## src/rtl/sample_acc_pkg.sv

```systemverilog
// Shared width default and FSM state type for the dot-product accumulator with ReLU output.
package sample_acc_pkg;

    localparam int unsigned DATA_W = 11;

    typedef enum logic [1:0] {
        IDLE = 2'd0,
        ACC  = 2'd1,
        OUT  = 2'd2
    } state_e;

endpackage

```

## src/rtl/sample_acc_relu_sat.sv

```systemverilog
// ReLU clamp: negative sums become zero and sums too large for a positive DATA_W value saturate.
module sample_acc_relu_sat #(
    parameter int unsigned DATA_W = 11,
    parameter int unsigned ACC_W  = 14
) (
    input  logic signed [ACC_W-1:0]  sum,
    output logic        [DATA_W-1:0] dat_c,
    output logic                     sat_c
);

    localparam logic [DATA_W-1:0] MAX_POS = {1'b0, {(DATA_W-1){1'b1}}};

    // A non-negative sum fits when every bit above the DATA_W-1 magnitude bits is zero.
    always_comb begin
        dat_c = sum[DATA_W-1:0];
        sat_c = 1'b0;
        if (sum[ACC_W-1]) begin
            dat_c = '0;
        end else if (|sum[ACC_W-2:DATA_W-1]) begin
            dat_c = MAX_POS;
            sat_c = 1'b1;
        end
    end

endmodule

```

## src/rtl/sample_acc_relu.sv

```systemverilog
// Accumulates bias plus LEN signed products, then presents the ReLU-clamped sum on a valid/ready port.
module sample_acc_relu #(
    parameter int unsigned DATA_W = sample_acc_pkg::DATA_W,
    parameter int unsigned LEN    = 16
) (
    input  logic                     ap_clk,
    input  logic                     ap_rst_n,
    input  logic                     ap_start,
    output logic                     ap_ready,
    output logic                     ap_idle,
    output logic                     ap_done,
    input  logic signed [DATA_W-1:0] bias,
    input  logic signed [DATA_W-1:0] prod_dat,
    input  logic                     prod_vld,
    output logic                     prod_rdy,
    output logic        [DATA_W-1:0] out_dat,
    output logic                     out_vld,
    input  logic                     out_rdy,
    output logic                     sat_flag
);

    import sample_acc_pkg::*;

    localparam int unsigned ACC_W = DATA_W + $clog2(LEN) + 1;
    localparam int unsigned CNT_W = (LEN > 1) ? $clog2(LEN) : 1;

    state_e                    state_q, state_d;
    logic signed [ACC_W-1:0]   acc_q, acc_d;
    logic        [CNT_W-1:0]   cnt_q, cnt_d;
    logic        [DATA_W-1:0]  out_dat_q, out_dat_d;
    logic                      sat_q, sat_d;
    logic                      out_vld_q, out_vld_d;
    logic                      prod_rdy_q, prod_rdy_d;
    logic                      ap_idle_q, ap_idle_d;

    logic                      prod_hs_c;
    logic signed [ACC_W-1:0]   acc_sum_c;
    logic        [DATA_W-1:0]  clamp_dat_c;
    logic                      clamp_sat_c;

    assign prod_hs_c = prod_vld & prod_rdy_q;
    assign acc_sum_c = acc_q + ACC_W'(prod_dat);

    sample_acc_relu_sat #(
        .DATA_W (DATA_W),
        .ACC_W  (ACC_W)
    ) u_sat (
        .sum   (acc_sum_c),
        .dat_c (clamp_dat_c),
        .sat_c (clamp_sat_c)
    );

    // State register and all datapath/output flops.
    always_ff @(posedge ap_clk) begin
        if (!ap_rst_n) begin
            state_q    <= IDLE;
            acc_q      <= '0;
            cnt_q      <= '0;
            out_dat_q  <= '0;
            sat_q      <= 1'b0;
            out_vld_q  <= 1'b0;
            prod_rdy_q <= 1'b0;
            ap_idle_q  <= 1'b1;
        end else begin
            state_q    <= state_d;
            acc_q      <= acc_d;
            cnt_q      <= cnt_d;
            out_dat_q  <= out_dat_d;
            sat_q      <= sat_d;
            out_vld_q  <= out_vld_d;
            prod_rdy_q <= prod_rdy_d;
            ap_idle_q  <= ap_idle_d;
        end
    end

    // Next state plus accumulator and product counter.
    always_comb begin
        state_d = state_q;
        acc_d   = acc_q;
        cnt_d   = cnt_q;
        unique case (state_q)
            IDLE: begin
                if (ap_start) begin
                    state_d = ACC;
                    acc_d   = ACC_W'(bias);
                    cnt_d   = '0;
                end
            end
            ACC: begin
                if (prod_hs_c) begin
                    acc_d = acc_sum_c;
                    if (cnt_q == CNT_W'(LEN - 1)) begin
                        state_d = OUT;
                    end else begin
                        cnt_d = cnt_q + CNT_W'(1);
                    end
                end
            end
            OUT: begin
                if (out_rdy) begin
                    state_d = IDLE;
                end
            end
            default: state_d = IDLE;
        endcase
    end

    // Registered status follows the next state; the result is captured on the final handshake.
    always_comb begin
        out_vld_d  = (state_d == OUT);
        prod_rdy_d = (state_d == ACC);
        ap_idle_d  = (state_d == IDLE);
        out_dat_d  = out_dat_q;
        sat_d      = sat_q;
        if ((state_q == ACC) && (state_d == OUT)) begin
            out_dat_d = clamp_dat_c;
            sat_d     = clamp_sat_c;
        end
    end

    // Handshake pulses coincide with the accepting cycle and stay low while reset is applied.
    assign ap_ready = ap_rst_n & ap_idle_q & ap_start;
    assign ap_done  = ap_rst_n & out_vld_q & out_rdy;

    assign ap_idle  = ap_idle_q;
    assign prod_rdy = prod_rdy_q;
    assign out_vld  = out_vld_q;
    assign out_dat  = out_dat_q;
    assign sat_flag = sat_q;

endmodule

```

## config.mk

```make
export PLATFORM = sky130hd
export DESIGN_NAME = sample_acc_relu
export DESIGN_NICKNAME = d
export VERILOG_FILES = /design/src/rtl/sample_acc_pkg.sv /design/src/rtl/sample_acc_relu_sat.sv /design/src/rtl/sample_acc_relu.sv
export SDC_FILE = /design/constraint.sdc
export NUM_CORES = 1
export LEC_CHECK = 0
export BUFFER_PORTS_ARGS = -buffer_cell sky130_fd_sc_hd__buf_2
export CORE_MARGIN = 2
export CORE_UTILIZATION = 50
export DETAILED_ROUTE_END_ITERATION = 16
export PLACE_DENSITY = 0.83
export SLEW_MARGIN = 30
export SYNTH_ARGS = -nofsm -noshare
export SYNTH_HDL_FRONTEND = slang
export SYNTH_SLANG_ARGS = --single-unit
```

## constraint.sdc

```tcl
create_clock -name ap_clk -period 2.6 [get_ports ap_clk]
set_input_delay 0.39 -clock ap_clk [delete_from_list [all_inputs] [get_ports ap_clk]]
set_output_delay 0.39 -clock ap_clk [all_outputs]
set_load 0.03 [all_outputs]
```

==> out/metrics.json <==
{
  "layout": {
    "area_growth_syn_to_layout_pct": 20.0,
    "final_non_filler_cell_area_um2": 2880,
    "antenna-diode-count": 0,
    "fillerInstances": 409,
    "layout_common_cells": "sky130_fd_sc_hd__buf_2 (43), sky130_fd_sc_hd__a21oi_1 (38), sky130_fd_sc_hd__dfxtp_1 (36)",
    "layout_commonest_cell": "sky130_fd_sc_hd__buf_2",
    "final_nets": 390,
    "drive_gt1_share_pct": 27.5
  },
  "place": {
    "gpl.final_weighted_congestion": 0.950,
    "dpl.hpwl_um": 4460,
    "placement.setup.worst_slack_ns": -0.117,
    "io_buffers": 43,
    "dpl_cell_area_um2": 2740
  },
  "run_status": {
    "outcome": "finished clean"
  },
  "synthesis": {
    "yosys.area_share.simple_pct": 18.6,
    "synth_top_family_by_area": "compound AO/OA/AOI/OAI gates",
    "synth_adder_area_share_pct": 9.16,
    "synth_cell_type_count": 56,
    "postSynth.asyncResetShare_pct": 0,
    "postSynthCellCount": 292,
    "syn-cell-area_um2": 2400,
    "synth.ff_latch_count": 37,
    "seq_area_frac_synth_pct": 30.8,
    "yosys_warnings": 0,
    "synthXorXnorAreaFrac_pct": 4.37,
    "synth_edf_count": 0,
    "yosys-mux-area-fraction_pct": 1.04,
    "synth.net_count": 336,
    "synth-main-ff-cell": "sky130_fd_sc_hd__dfxtp_1",
    "synthesis.area_per_instance_um2": 8.23,
    "synth_compound_gate_area_share_pct": 32.0
  },
  "clock_network": {
    "cts_max_level": 2,
    "longest_clk_path_bufs": 2,
    "cts-buffers-inserted": 5,
    "worst_skew_late_latency_ns": 0.30,
    "cts_root_buffer": "sky130_fd_sc_hd__clkbuf_8",
    "cts.reportedPaths.clkPinSlew_ns": 0.07,
    "cts_num_sinks": 37,
    "cts_tree": "built",
    "hold_buffers": 0
  },
  "timing": {
    "time_the_worst_path_needs_with_i_o_delays_and_setup_ns": 2.54,
    "report.final.slew_viol_count": 0,
    "finClkSkew_ns": 0.0133,
    "maxClockFrequency_mhz": 394,
    "max_slew.worst_pin.slew_ns": 0.489,
    "post-route-worst-setup-slack_ns": 0.0611,
    "final_min_period_over_clock_period_pct": 97.6,
    "worst_slew_margin_rel_pct": 67.3,
    "finalSetupViolCount": 0,
    "final_hold_viol_count": 0
  },
  "setup_path": {
    "startpoint_type_of_the_worst_setup_path": "register",
    "reg2reg_setup_slack_ns": 0.06,
    "critical_path_peak_fanout": 6,
    "slowest_stage": "sky130_fd_sc_hd__fa_2",
    "reg2regPathDepth": 11,
    "criticalPathCategory": "reg2reg",
    "critPathMaxStageDelay_ns": 0.39,
    "r2r_end": "out_dat[7]$_SDFFE_PN0P_",
    "timing.critical_path.cells": "ha_2, inv_1, fa_2, nor2b_4, o31ai_4, a211o_2, nand2_2, xor2_2, nor4_4, buf_6, a41oi_2",
    "worst-endpoint-arrival_ns": 2.69,
    "endpoint_kind": "register",
    "worstPathRequired_ns": 2.75,
    "reg2reg_from": "acc_q[0]$_SDFFE_PN0P_"
  },
  "floorplan": {
    "die_area_um2": 5380,
    "rows": 25,
    "die_height_um": 73.3,
    "core_region_area_um2": 4690,
    "io_pins": 44,
    "initial_utilization_pct": 51.2,
    "die_w_um": 73.3
  },
  "power_and_ir_drop": {
    "power-per-cell-area_nw_per_um2": 550,
    "vdd_drop_max_uv": 364,
    "leakage_nw": 1.27
  },
  "min_path": {
    "worst_hold_path.num_cells": 3,
    "hold_path_startpoint": "bias[0]",
    "min_delay_worst_type": "in2reg",
    "worst_hold_path.endpoint": "acc_q[0]$_SDFFE_PN0P_"
  },
  "global_routing": {
    "grt_util_all_layers_pct": 23.1,
    "grt_pass1_wl_um": 9810,
    "grt_pass1_vias": 2122,
    "initial_antenna_violation_count": 0,
    "maximum_number_of_pins_on_one_net_before_global_route_repair": 33,
    "overflow": 0
  },
  "routing": {
    "total_via_count_after_detailed_routing": 2346,
    "initialDrtViolationCount": 142,
    "routed_via_density": 5.87,
    "detail_route.first_pass.iterations": 4,
    "wl_per_cell_um": 14.7,
    "drc": 0,
    "antenna_violating_nets_post_route": 0,
    "drt_wl_total_um": 5880
  },
  "run": {
    "timing.max_cap.violations": 0
  }
}
how the worst max path moves through the flow:
| stage | start | end | slack (ns) | cells past startpoint |
|---|---|---|---|---|
| after floorplan | prod_dat[0] | out_dat[2]$_SDFFE_PN0P_ | 0.12 | 11 |
| after global placement | prod_dat[0] | out_dat[7]$_SDFFE_PN0P_ | -0.02 | 12 |
| after detailed placement | prod_dat[0] | out_dat[7]$_SDFFE_PN0P_ | -0.12 | 12 |
| after CTS | acc_q[0]$_SDFFE_PN0P_ | out_dat[7]$_SDFFE_PN0P_ | 0.04 | 11 |
| after global routing | acc_q[0]$_SDFFE_PN0P_ | out_dat[2]$_SDFFE_PN0P_ | -0.02 | 11 |
| final | acc_q[0]$_SDFFE_PN0P_ | out_dat[7]$_SDFFE_PN0P_ | 0.06 | 11 |
through the flow:
step           utilization, %  hold WS [ns]  TNS, ns  std cells  power [mW]
2_1_floorplan               -         0.449        0        292        1.01
3_3_place_gp             58.3         0.441  -0.0835        389        1.15
3_5_place_dp             58.3         0.449    -1.01        389        1.15
4_1_cts                  60.2         0.353        0        396        1.57
5_1_grt                  61.5         0.362  -0.0493        400        1.68
6_report                 61.5         0.352        0        400        1.59
cell type report:
cell class / count / area, µm² / share of cell area [%]
multi-input cells: 233 / 1590 / 55.2
repair buffers: 63 / 369 / 12.8
clock inverters: 1 / 7.51 / 0.260
inverters: 6 / 22.5 / 0.781
well taps: 54 / 67.6 / 2.34
flip-flops and latches: 37 / 742 / 25.7
clock buffers: 6 / 82.6 / 2.86
sequential cells by signal (all words and copies together), names as in the netlist:
signal,cells
sat_flag,1
out_dat,11
state_q,2
prod_rdy,1
cnt_q,4
out_vld,1
acc_q,16
ap_idle,1
critical path: cells and delay by family, from the launching register on:
family          cells  cell delay, ns
buf+inv             2            0.24
simple gates        3            0.59
compound gates      3            0.57
flops               1            0.34
xor+xnor            1            0.09
fa+ha+maj           2            0.58
kinds of logic (layout without fill, tap and decap cells):
group                    count (synthesis)  count (layout)
flip-flops                              37              37
AO/OA/AOI/OAI                          107             107
multiplexers                             2               2
buffers and inverters                   22              76
adder cells (fa/ha/maj)                 17              17
XOR/XNOR                                12              12
AND/OR/NAND/NOR                         95              95
per-layer routing:
metal / global-route usage (%) / vias to the layer above / part of all wire (%)
met5: 0 / - / 0
li1: - / 1183 / -
met1: 32.0 / 1092 / 48
met4: 6.26 / 0 / 1.8
met2: 36.7 / 62 / 45
met3: 4.53 / 9 / 5.4
synthesized netlist by cell type, types with 2 or more instances:
library cell | count | share of area [%]
sky130_fd_sc_hd__and3_1 | 3 | 0.78
sky130_fd_sc_hd__ha_1 | 16 | 8.3
sky130_fd_sc_hd__dfxtp_1 | 37 | 31
sky130_fd_sc_hd__a41oi_2 | 4 | 2.7
sky130_fd_sc_hd__a21oi_1 | 39 | 8.1
sky130_fd_sc_hd__a311oi_1 | 6 | 2.2
sky130_fd_sc_hd__nand2_1 | 35 | 5.5
sky130_fd_sc_hd__o211ai_1 | 4 | 1.2
sky130_fd_sc_hd__nor2_1 | 31 | 4.8
sky130_fd_sc_hd__o211ai_2 | 2 | 1.0
sky130_fd_sc_hd__nand2b_1 | 3 | 0.78
sky130_fd_sc_hd__nand4_1 | 3 | 0.78
sky130_fd_sc_hd__inv_1 | 6 | 0.94
sky130_fd_sc_hd__o21ai_1 | 2 | 0.42
sky130_fd_sc_hd__a211oi_1 | 6 | 1.9
sky130_fd_sc_hd__and2_1 | 2 | 0.52
sky130_fd_sc_hd__nand3_1 | 7 | 1.5
sky130_fd_sc_hd__clkbuf_1 | 10 | 1.6
sky130_fd_sc_hd__a31oi_1 | 8 | 2.1
sky130_fd_sc_hd__xor2_1 | 9 | 3.3
sky130_fd_sc_hd__o21ai_0 | 12 | 2.5
sky130_fd_sc_hd__nor3_1 | 2 | 0.42
sky130_fd_sc_hd__buf_2 | 3 | 0.62
sky130_fd_sc_hd__o21a_1 | 2 | 0.62
sky130_fd_sc_hd__o31ai_2 | 2 | 1.0
sky130_fd_sc_hd__xnor2_1 | 3 | 1.1
sky130_fd_sc_hd__a21o_1 | 6 | 1.9
timing repair:
| action | 4_1_cts | 5_1_grt |
|---|---|---|
| endpoints found under the hold margin | 0 | 0 |
| setup buffers | 0 | 3 |
| gates resized for setup | 0 | 8 |
| setup endpoints to repair | 0 | 11 |
report_power, final:
part | switching (mW) | internal (mW) | leakage [nW]
Combinational | 0.329 | 0.227 | 0.928
Clock | 0.206 | 0.210 | 0.0433
Sequential | 0.0195 | 0.598 | 0.303
Note: power is estimated with default switching activity, not from simulation.
